<file path="config.mk">
export PLATFORM = sky130hd
export DESIGN_NAME = apb_master_bridge
export DESIGN_NICKNAME = d
export VERILOG_FILES = /design/src/rtl/apb_master_bridge.sv
export SDC_FILE = /design/constraint.sdc
export NUM_CORES = 1
export LEC_CHECK = 0
export ABC_AREA = 0
export BUFFER_PORTS_ARGS = -buffer_cell sky130_fd_sc_hd__buf_4
export CAP_MARGIN = 15
export CORE_MARGIN = 3
export CORE_UTILIZATION = 41
export CTS_BUF_LIST = sky130_fd_sc_hd__clkbuf_4 sky130_fd_sc_hd__clkbuf_8
export DETAILED_ROUTE_END_ITERATION = 6
export HOLD_SLACK_MARGIN = 0.06
export PLACE_DENSITY_LB_ADDON = 0.05
export SLEW_MARGIN = 20
export SYNTH_ARGS = -nofsm -noshare
export SYNTH_HDL_FRONTEND = slang
export SYNTH_SLANG_ARGS = --single-unit
</file>
<file path="constraint.sdc">
create_clock -name clk -period 1.5 [get_ports clk]
set_clock_uncertainty 0.05 [all_clocks]
set_input_delay 0.3 -clock clk [delete_from_list [all_inputs] [get_ports clk]]
set_output_delay 0.3 -clock clk [all_outputs]
set_load 0.1 [all_outputs]
</file>
<file path="src/rtl/apb_master_bridge.sv">
// APB3 initiator: runs one memory-stage load/store as an APB transfer and reports completion.
// Optional PREADY timeout is enabled by defining APB_TIMEOUT_EN.
module apb_master_bridge #(
   parameter int ADDR_WIDTH     = 32,
   parameter int DATA_WIDTH     = 32,
   parameter int SEL_BITS       = 2,
   parameter int SEL_LSB        = 12,
   parameter int TIMEOUT_CYCLES = 16
) (
   input  logic                    clk,
   input  logic                    rst,
   input  logic                    trans_en,
   input  logic                    req_write,
   input  logic [ADDR_WIDTH-1:0]   req_addr,
   input  logic [DATA_WIDTH-1:0]   req_wdata,
   output logic                    trans_done,
   output logic                    store_done,
   output logic [DATA_WIDTH-1:0]   rd_data,
   output logic                    err,
   output logic                    busy,
   output logic [2**SEL_BITS-1:0]  PSEL,
   output logic                    PENABLE,
   output logic                    PWRITE,
   output logic [ADDR_WIDTH-1:0]   PADDR,
   output logic [DATA_WIDTH-1:0]   PWDATA,
   input  logic [DATA_WIDTH-1:0]   PRDATA,
   input  logic                    PREADY,
   input  logic                    PSLVERR
);

   localparam int NUM_SLAVES = 2**SEL_BITS;

   // Handshake: trans_en is a held request; fields stay stable until the single-cycle
   // trans_done pulse. The request is only sampled in IDLE, so the DONE cycle never retriggers.
   typedef enum logic [1:0] {
      IDLE   = 2'd0,
      SETUP  = 2'd1,
      ACCESS = 2'd2,
      DONE   = 2'd3
   } state_t;

   state_t              state;
   state_t              state_nxt;
   logic [SEL_BITS-1:0] req_idx;
   logic [SEL_BITS-1:0] sel_idx;
   logic                decode_miss;
   logic                err_q;
   logic                timeout_hit;

   assign req_idx     = req_addr[SEL_LSB +: SEL_BITS];
   assign decode_miss = (int'(req_idx) >= NUM_SLAVES);

`ifdef APB_TIMEOUT_EN
   localparam int TO_W = $clog2(TIMEOUT_CYCLES + 1);
   localparam logic [TO_W-1:0] TO_LAST = TO_W'(TIMEOUT_CYCLES - 1);

   logic [TO_W-1:0] to_cnt;

   // Counts ACCESS cycles already spent; cleared in SETUP so every transfer starts fresh.
   always_ff @(posedge clk) begin
      if (rst) begin
         to_cnt <= '0;
      end else if (state == SETUP) begin
         to_cnt <= '0;
      end else if (state == ACCESS) begin
         to_cnt <= to_cnt + 1'b1;
      end
   end

   assign timeout_hit = (state == ACCESS) && !PREADY && (to_cnt == TO_LAST);
`else
   assign timeout_hit = 1'b0;
`endif

   always_ff @(posedge clk) begin
      if (rst) begin
         state <= IDLE;
      end else begin
         state <= state_nxt;
      end
   end

   always_comb begin
      state_nxt  = state;
      PSEL       = '0;
      PENABLE    = 1'b0;
      busy       = 1'b0;
      trans_done = 1'b0;
      store_done = 1'b0;
      err        = 1'b0;
      case (state)
         IDLE: begin
            if (trans_en) begin
               state_nxt = decode_miss ? DONE : SETUP;
            end
         end
         SETUP: begin
            PSEL[sel_idx] = 1'b1;
            busy          = 1'b1;
            state_nxt     = ACCESS;
         end
         ACCESS: begin
            PSEL[sel_idx] = 1'b1;
            PENABLE       = 1'b1;
            busy          = 1'b1;
            if (PREADY || timeout_hit) begin
               state_nxt = DONE;
            end
         end
         DONE: begin
            trans_done = 1'b1;
            store_done = PWRITE;
            err        = err_q;
            state_nxt  = IDLE;
         end
         default: begin
            state_nxt = IDLE;
         end
      endcase
   end

   // APB address/data phase registers; they keep their last values while idle.
   always_ff @(posedge clk) begin
      if (rst) begin
         PADDR   <= '0;
         PWDATA  <= '0;
         PWRITE  <= 1'b0;
         sel_idx <= '0;
         err_q   <= 1'b0;
         rd_data <= '0;
      end else begin
         if ((state == IDLE) && trans_en) begin
            PADDR   <= req_addr;
            PWDATA  <= req_wdata;
            PWRITE  <= req_write;
            sel_idx <= req_idx;
            err_q   <= decode_miss;
         end
         if (state == ACCESS) begin
            if (PREADY) begin
               err_q <= PSLVERR;
               if (!PWRITE) begin
                  rd_data <= PRDATA;
               end
            end else if (timeout_hit) begin
               err_q <= 1'b1;
            end
         end
      end
   end

endmodule

</file>
==> results.cfg, run 1 <==
[grt]
grt_max_degree = 33
gr-total-overflow = 0
grt_usage = 0.2061
grt_pass1_vias = 3559
grt_first_pass_wirelength_mm = 16.72
antenna_found_initial = 0

[hold_path]
holdPathEnd = rd_data[12]
hold_start = PRDATA[12]
hold_class = in -> reg
hold-path-cell-count = 3

[cts]
clock_path_buffers = 2
path_clk_slew_ns = 0.10
root_buffer = clkbuf_8
clk_latency_ns = 0.34
clock-sinks = 100
htree_levels = 3
cts_buffers = 9
cts_tree = built

[routing]
drt_pass1_iterations = 5
drcViolationCount = 0
routedWlPerCell_um = 13.91
drtAntennaViolNets = 0
vias = 3605
wl_mm = 10.64
drtIter0Drc = 108
via_per_inst = 4.712

[die]
top_level_ports = 208
start_util = 0.4326
rows = 33
die_y_um = 100.3
die-area_mm2 = 0.01005
die_x_um = 100.3
core_mm2 = 0.008423

[status]
status = complete, but fails checks
violations = setup timing

[timing]
slew_violations = 0
hold_ws_ns = 0.1293
worst_pin_slew_ns = 0.2929
min_period_over_period = 1.198
rsz0062_at_grt = true
finalWorstSetupSlack_ns = -0.2968
relSlewSlack = 0.8063
clock.fmax_mhz = 556.5
setup_violations = 9
hold_violations = 0
timing.setup.tns_ns = -1.780
fin_crit_ns = 1.797

[placed_design]
placed_area_mm2 = 0.005396
gp_congestion = 0.7383
hpwlAfterDp_mm = 7.827
portBuffers = 207
pre_cts_ws_ns = -0.007513

[synthesis]
synth_area_mm2 = 0.003643
syn_avg_cell_area_um2 = 8.043
synth_cells = 453
seq_area_frac_synth = 0.5495
yosys_register_bits = 100
synth_cell_type_count = 21
yosys_warnings = 0
synth_nets = 559
yosysTopAreaCell = dfxtp_1
yosys-top-cells-area = dfxtp_1, nand2_1, a21oi_1, a21oi_2, buf_2
synth_top_area_frac = 0.5495

[worst_setup_path]
reg2reg_depth = 6
cp_data_arrival_time_ns = 1.45
cp_top_family = flip-flops
r2r_end = rd_data[1]
worst-r2r-setup-slack_ns = 0
path_class = reg -> out
slowest_stage = dfxtp_2
crit_required_ns = 1.15
r2r_start = state[1]
crit_path_start_kind = flop
end_kind = output pin
crit_fanout = 5
cp_cell_sequence = inv_2 > ha_4 > nor3b_4 > buf_12
path_buf_inv = 2
max_stage_delay_ns = 0.34

[pwr]
ir_worst_vdd_uv = 1076
leakage_nw = 2.542
powerDensity_mw_per_mm2 = 1976

[run]
drv_cap = 0

[final_layout]
final_cell_area_mm2 = 0.005754
utilization = 0.6832
num_antenna_cells = 0
drive_gt1_frac = 0.4061
nets = 761
syn_to_final_growth_pct = 57.93
==> registers in the layout (all words and copies together), names as in the netlist <==
signal / cells
rd_data: 32
state: 2
err_q: 1
PADDR: 32
PWRITE: 1
PWDATA: 32
==> per-layer routing <==
metal / track usage / share of wire / up-vias
met4: 0.08083 / 0.023 / 0
met1: 0.2421 / 0.40 / 1602
met5: 0 / 0 / -
met2: 0.3461 / 0.48 / 133
li1: - / - / 1848
met3: 0.06949 / 0.092 / 22
==> how the worst max path moves through the flow <==
stage / slack (ns) / startpoint / end / cells after the start
global route: -0.38 / state[0] / PSEL[0] / 4
CTS: -0.32 / state[0] / PSEL[0] / 4
floorplan: -0.60 / state[1] / PSEL[0] / 3
finish: -0.30 / state[0] / PSEL[0] / 4
global placement: 0.03 / state[0] / PSEL[0] / 4
detailed placement: -0.008 / state[1] / rd_data[1] / 6
==> timing repair <==
item | CTS | global route
gates cloned | 0 | 0
pin swaps | 4 | 2
resized for setup | 29 | 4
setup buffers | 1 | 3
endpoints found under the setup margin | 16 | 42
hold buffers | 0 | 0
==> kinds of logic after synthesis <==
family	share of synthesized area
AND/OR/NAND/NOR	0.2280
AO/OA/AOI/OAI	0.1501
flip-flops	0.5495
buffers and inverters	0.05597
adder cells (fa/ha/maj)	0.01374
multiplexers	0.002747
==> synth_stat cells <==
| cell type | instances |
|---|---|
| nand3b_1 | 1 |
| inv_1 | 4 |
| o211a_1 | 1 |
| and3b_1 | 2 |
| buf_4 | 8 |
| nor3b_1 | 1 |
| nand2_1 | 199 |
| nor2b_1 | 1 |
| mux2i_1 | 1 |
| a21oi_1 | 88 |
| nand3_1 | 2 |
| and2_1 | 3 |
| a21oi_2 | 11 |
| buf_6 | 3 |
| buf_2 | 13 |
| ha_1 | 4 |
| dfxtp_1 | 100 |
| or3_1 | 1 |
| and3_1 | 1 |
| nor2_1 | 1 |
| clkbuf_1 | 8 |
==> final cells by class <==
type	instances	area, um^2
fill	733	2669
sequential	100	2008
timing repair buffer	223	1894
multi-input combinational	317	1495
clock buffer	10	137.6
tap	105	131.4
clock inverter	6	72.57
inverter	4	15.01
==> tightest hold or removal path, stage by stage <==
cell and delay (ns):
buf_4 0.11, nand2_1 0.05, a21oi_1 0.05
==> power by group <==
part,switching (W),internal (W),total (W)
Combinational,0.00465,0.00161,0.00626
Sequential,0.000246,0.00310,0.00335
Clock,0.000928,0.000832,0.00176
==> cells in the final DEF, fill, tap and decap left out, drive strengths merged <==
cell type  instances
nand3              2
inv                5
nor2b              1
mux2i              1
nand3b             1
nor3b              1
buf              223
nor2               1
dfxtp            100
clkinv             3
clkinvlp           1
ha                 4
and2               3
bufinv             1
or3                1
nand2            199
a21oi             99
and3               1
and3b              2
o211a              1
clkbuf            10
==> per-stage QoR <==
step                      total power [W]  std cells
after global routing              0.01186        765
after CTS                         0.01146        764
after floorplan                  0.008037        453
final                             0.01137        765
after detailed placement         0.009432        747
after global placement           0.009364        747
Note: power is estimated with default switching activity, not from simulation.
==> inputs of run 2 (changes only) <==
==> constraint.sdc (replaced) <==
create_clock -name clk -period 1.5 [get_ports clk]
set_clock_uncertainty 0.05 [all_clocks]
set_input_delay 0.075 -clock clk [delete_from_list [all_inputs] [get_ports clk]]
set_output_delay 0.075 -clock clk [all_outputs]
set_load 0.1 [all_outputs]
==> results.cfg, run 2 (same netlist as run 1, synthesis figures left out) <==
[status]
status = complete, but fails checks
violations = setup timing

[worst_setup_path]
reg2reg_depth = 7
path_buf_inv = 2
crit_path_start_kind = flop
cp_top_family = flip-flops
r2r_start = state[0]
crit_fanout = 6
crit_required_ns = 1.37
cp_cell_sequence = inv_4 > ha_4 > nor3b_4 > buf_12
path_class = reg -> out
worst-r2r-setup-slack_ns = 0.01
slowest_stage = dfxtp_2
end_kind = output pin
max_stage_delay_ns = 0.36
cp_data_arrival_time_ns = 1.46
r2r_end = rd_data[8]

[final_layout]
nets = 858
syn_to_final_growth_pct = 85.30
drive_gt1_frac = 0.3593
mostFrequentLayoutCell = buf_4
layout_common_cells = buf_4, nand2_1, dlygate4sd3_1, dfxtp_1, a21oi_1
final_cells = 863
reg_top3 = PADDR: 32 flops, PWDATA: 32 flops, rd_data: 32 flops

[timing]
timing.setup.tns_ns = -0.1801
finalWorstSetupSlack_ns = -0.08596
hold_violations = 0
slew_violations = 0
setup_violations = 4
relSlewSlack = 0.6921
rsz0062_at_grt = true
min_period_over_period = 1.057
clock.fmax_mhz = 630.5
hold_ws_ns = 0.1211
worst_pin_slew_ns = 0.4618
fin_crit_ns = 1.586

[routing]
vias = 4121
via_per_inst = 4.775
drcViolationCount = 0
drtIter0Drc = 117
wl_mm = 12.68
routedWlPerCell_um = 14.70
drt_pass1_iterations = 4
drtAntennaViolNets = 0

[pwr]
powerDensity_mw_per_mm2 = 1692
clock_power_share = 0.143
leakage_nw = 2.948
ir_worst_vdd_uv = 1125
p_total_w = 0.01142
combPwrFrac = 0.563
seqPwrFrac = 0.294
switching_share = 0.5170
p_sw_w = 0.005906
internal-power_w = 0.005517

[cts]
cts_tree = built
clock-sinks = 100
clk_latency_ns = 0.33
clock_path_buffers = 2
cts_buffers = 9
path_clk_slew_ns = 0.10
root_buffer = clkbuf_8
htree_levels = 3

[die]
die_x_um = 100.3
start_util = 0.4326
die_y_um = 100.3
top_level_ports = 208
core_mm2 = 0.008423
die-area_mm2 = 0.01005
rows = 33

[grt]
gr-total-overflow = 0
grt_max_degree = 37
grt_usage = 0.2381
grt_first_pass_wirelength_mm = 19.33
grt_pass1_vias = 4010
antenna_found_initial = 1

[hold_path]
hold-path-cell-count = 2
holdPathEnd = PADDR[10]
hold_class = in -> reg
hold_start = rst

[placed_design]
dpl.cell_count = 742
portBuffers = 207
gp_congestion = 0.8180
hpwlAfterDp_mm = 7.677

[run]
drv_cap = 0
[run 2: changes by cell type in the layout (fill, tap and decap cells not counted), moves of 2 or more]
cell / change
nand2_1: -2
buf_12: -2
nand2_2: +2
clkbuf_16: +2
a21oi_2: +3
a21oi_1: -3
dlygate4sd3_1: +99
[run 2: area by class of cell]
cell class,count,area [um^2]
inverter,4,17.52
tap,105,131.4
timing repair buffer,320,2877
sequential,100,2008
clock inverter,4,33.78
antenna,1,2.502
multi-input combinational,317,1523
clock buffer,12,158.9
fill,555,1672
[run 2: worst max-delay path by stage]
stage	end	slack [ns]	cells after the start	start
after floorplan	PSEL[0]	-0.38	3	state[1]
after global placement	rd_data[19]	0.18	6	state[0]
after detailed placement	rd_data[14]	0.12	6	state[0]
after CTS	PSEL[0]	-0.09	4	state[0]
after global routing	PSEL[0]	-0.15	4	state[0]
final	PSEL[0]	-0.09	4	state[0]
[run 2: power by group through the flow]
stage | clock network [W] | logic, W | registers [W]
after CTS | 0.00167 | 0.00629 | 0.00335
after detailed placement | 0 | 0.00595 | 0.00342
final | 0.00163 | 0.00643 | 0.00336
after global routing | 0.00177 | 0.00670 | 0.00341
after global placement | 0 | 0.00590 | 0.00339
after floorplan | 0 | 0.00167 | 0.00637
[run 2: routing by layer]
metal	track usage	vias up	part of all wire
met4	0.08601	0	0.027
met1	0.2844	1883	0.40
met5	0	-	0
met2	0.4134	164	0.50
met3	0.05907	28	0.075
li1	-	2046	-
[run 2: repair_timing]
action                                  4_1_cts  5_1_grt
hold buffers                                 99        0
endpoints found under the setup margin        4       14
pin swaps                                     2        3
hold endpoints to repair                     98        0
buffers inserted                              2        1
resized for setup                            14       14
gates cloned                                  0        2
[run 2: through the flow]
| stage | util | instance area (um^2) | setup slack [ns] |
|---|---|---|---|
| 4_1_cts | 0.7871 | 6630 | -0.09011 |
| 5_1_grt | 0.8015 | 6751 | -0.1451 |
| 3_5_place_dp | 0.6380 | 5374 | 0.1192 |
| 2_1_floorplan | - | 3694 | -0.3823 |
| 3_3_place_gp | 0.6380 | 5374 | 0.1788 |
| 6_report | 0.8015 | 6751 | -0.08596 |
==> inputs of run 3 (changes only) <==
Clock period 1.5 ns to 1.3 ns, I/O delays scaled along.
==> results.cfg, run 3 (same netlist as run 1, synthesis figures left out) <==
[status]
status = complete, but fails checks
violations = setup timing

[grt]
gr-total-overflow = 0
antenna_found_initial = 0
grt_usage = 0.2513
grt_pass1_vias = 4272
grt_first_pass_wirelength_mm = 20.37
grt_max_degree = 35

[cts]
clock-sinks = 100
htree_levels = 3
root_buffer = clkbuf_8
path_clk_slew_ns = 0.10
clk_latency_ns = 0.36
cts_tree = built
cts_buffers = 9
clock_path_buffers = 2

[timing]
min_period_over_period = 1.247
setup_violations = 106
relSlewSlack = 0.6153
hold_ws_ns = 0.1345
fin_crit_ns = 1.621
rsz0062_at_grt = true
hold_violations = 0
finalWorstSetupSlack_ns = -0.3208
worst_pin_slew_ns = 0.5771
clock.fmax_mhz = 617.0
slew_violations = 0

[worst_setup_path]
setup.worst_path.start = state[0]
end_kind = output pin
cp_data_arrival_time_ns = 1.51
r2r_start = state[1]
crit_fanout = 5
crit_required_ns = 1.19
path_class = reg -> out
crit_path_start_kind = flop

[placed_design]
gp_congestion = 0.7588
hpwlAfterDp_mm = 7.612
dpl.cell_count = 747
placed_area_mm2 = 0.005374
portBuffers = 207

[run]
drv_cap = 0

[final_layout]
final_cells = 884
n_fill_cell = 282
final_cell_area_mm2 = 0.007814
syn_to_final_growth_pct = 114.5
layout_common_cells = buf_4, nand2_1, dlygate4sd3_1, dfxtp_1, a21oi_2
mostFrequentLayoutCell = buf_4
nets = 882
drive_gt1_frac = 0.5327
utilization = 0.9277
num_antenna_cells = 0
reg_top3 = PADDR: 32 flops, PWDATA: 32 flops, rd_data: 32 flops

[routing]
vias = 4689
wl_mm = 18.45
drtAntennaViolNets = 0
drt_pass1_iterations = 4
drcViolationCount = 0
routedWlPerCell_um = 20.87
drtIter0Drc = 224
via_per_inst = 5.304

[pwr]
powerDensity_mw_per_mm2 = 1998
leakage_nw = 3.494
ir_worst_vdd_uv = 1510
p_total_w = 0.01561

[die]
rows = 33
die_y_um = 100.3
core_mm2 = 0.008423
top_level_ports = 208
die-area_mm2 = 0.01005
die_x_um = 100.3
start_util = 0.4326

[hold_path]
hold_start = trans_en
hold_class = in -> reg
==> run 3: cell count changes in the layout (fill, tap and decap cells not counted), sizes merged <==
cell	change
dlygate4sd3	+1
clkbuf	+3
clkinv	-3
bufinv	+2
buf	+16
clkinvlp	+1
bufbuf	+2
diode	-1
==> run 3: area by class of cell <==
type	instances	area (um^2)	area share
clock buffers	10	137.6	0.01761
clock inverters	4	75.07	0.009608
inverters	4	17.52	0.002242
multi-input cells	317	2152	0.2754
flip-flops and latches	100	2011	0.2573
well taps	105	131.4	0.01681
repair buffers	344	3289	0.4210
==> run 3: routing by layer <==
metal  up-vias  global-route usage  share of wire
met3        66             0.05559          0.074
met1      2271              0.2871           0.36
li1       2101                   -              -
met2       251              0.4597           0.52
met5         -                   0              0
met4         0             0.08497          0.046
==> run 3: report_power, final <==
part	leakage, nW	total, W	internal, W	switching [W]
clock	0.100	0.00225	0.00112	0.00113
combinational	2.58	0.00941	0.00296	0.00645
sequential	0.818	0.00396	0.00358	0.000375
==> run 3: per-stage QoR <==
stage / worst slack [ns] / setup TNS [ns]
5_1_grt: -0.3654 / -18.37
6_report: -0.3208 / -14.16
4_1_cts: -0.2919 / -7.832
3_3_place_gp: 0.0005645 / 0
2_1_floorplan: -0.5723 / -14.80
3_5_place_dp: -0.05463 / -1.036
==> run 3: worst max-delay path: stages (launching register included) <==
cell	delay (ns)
dfxtp_2	0.36
inv_2	0.06
ha_4	0.29
nor3b_4	0.23
buf_12	0.20
==> run 3: worst paths after layout <==
path | slack, ns | cells past startpoint | end
max | -0.32 | 4 | PSEL[0]
min | 0.13 | 4 | state[1]
max reg2reg | -0.29 | 6 | rd_data[28]
min reg2reg | 0.41 | 2 | rd_data[12]
==> run 3: repair_timing <==
action,in CTS,in global routing
endpoints found under the setup margin,48,106
hold buffers,100,0
hold endpoints to repair,100,0
pin swaps,4,88
cloned,5,8
gates resized for setup,36,180
buffers inserted,6,5
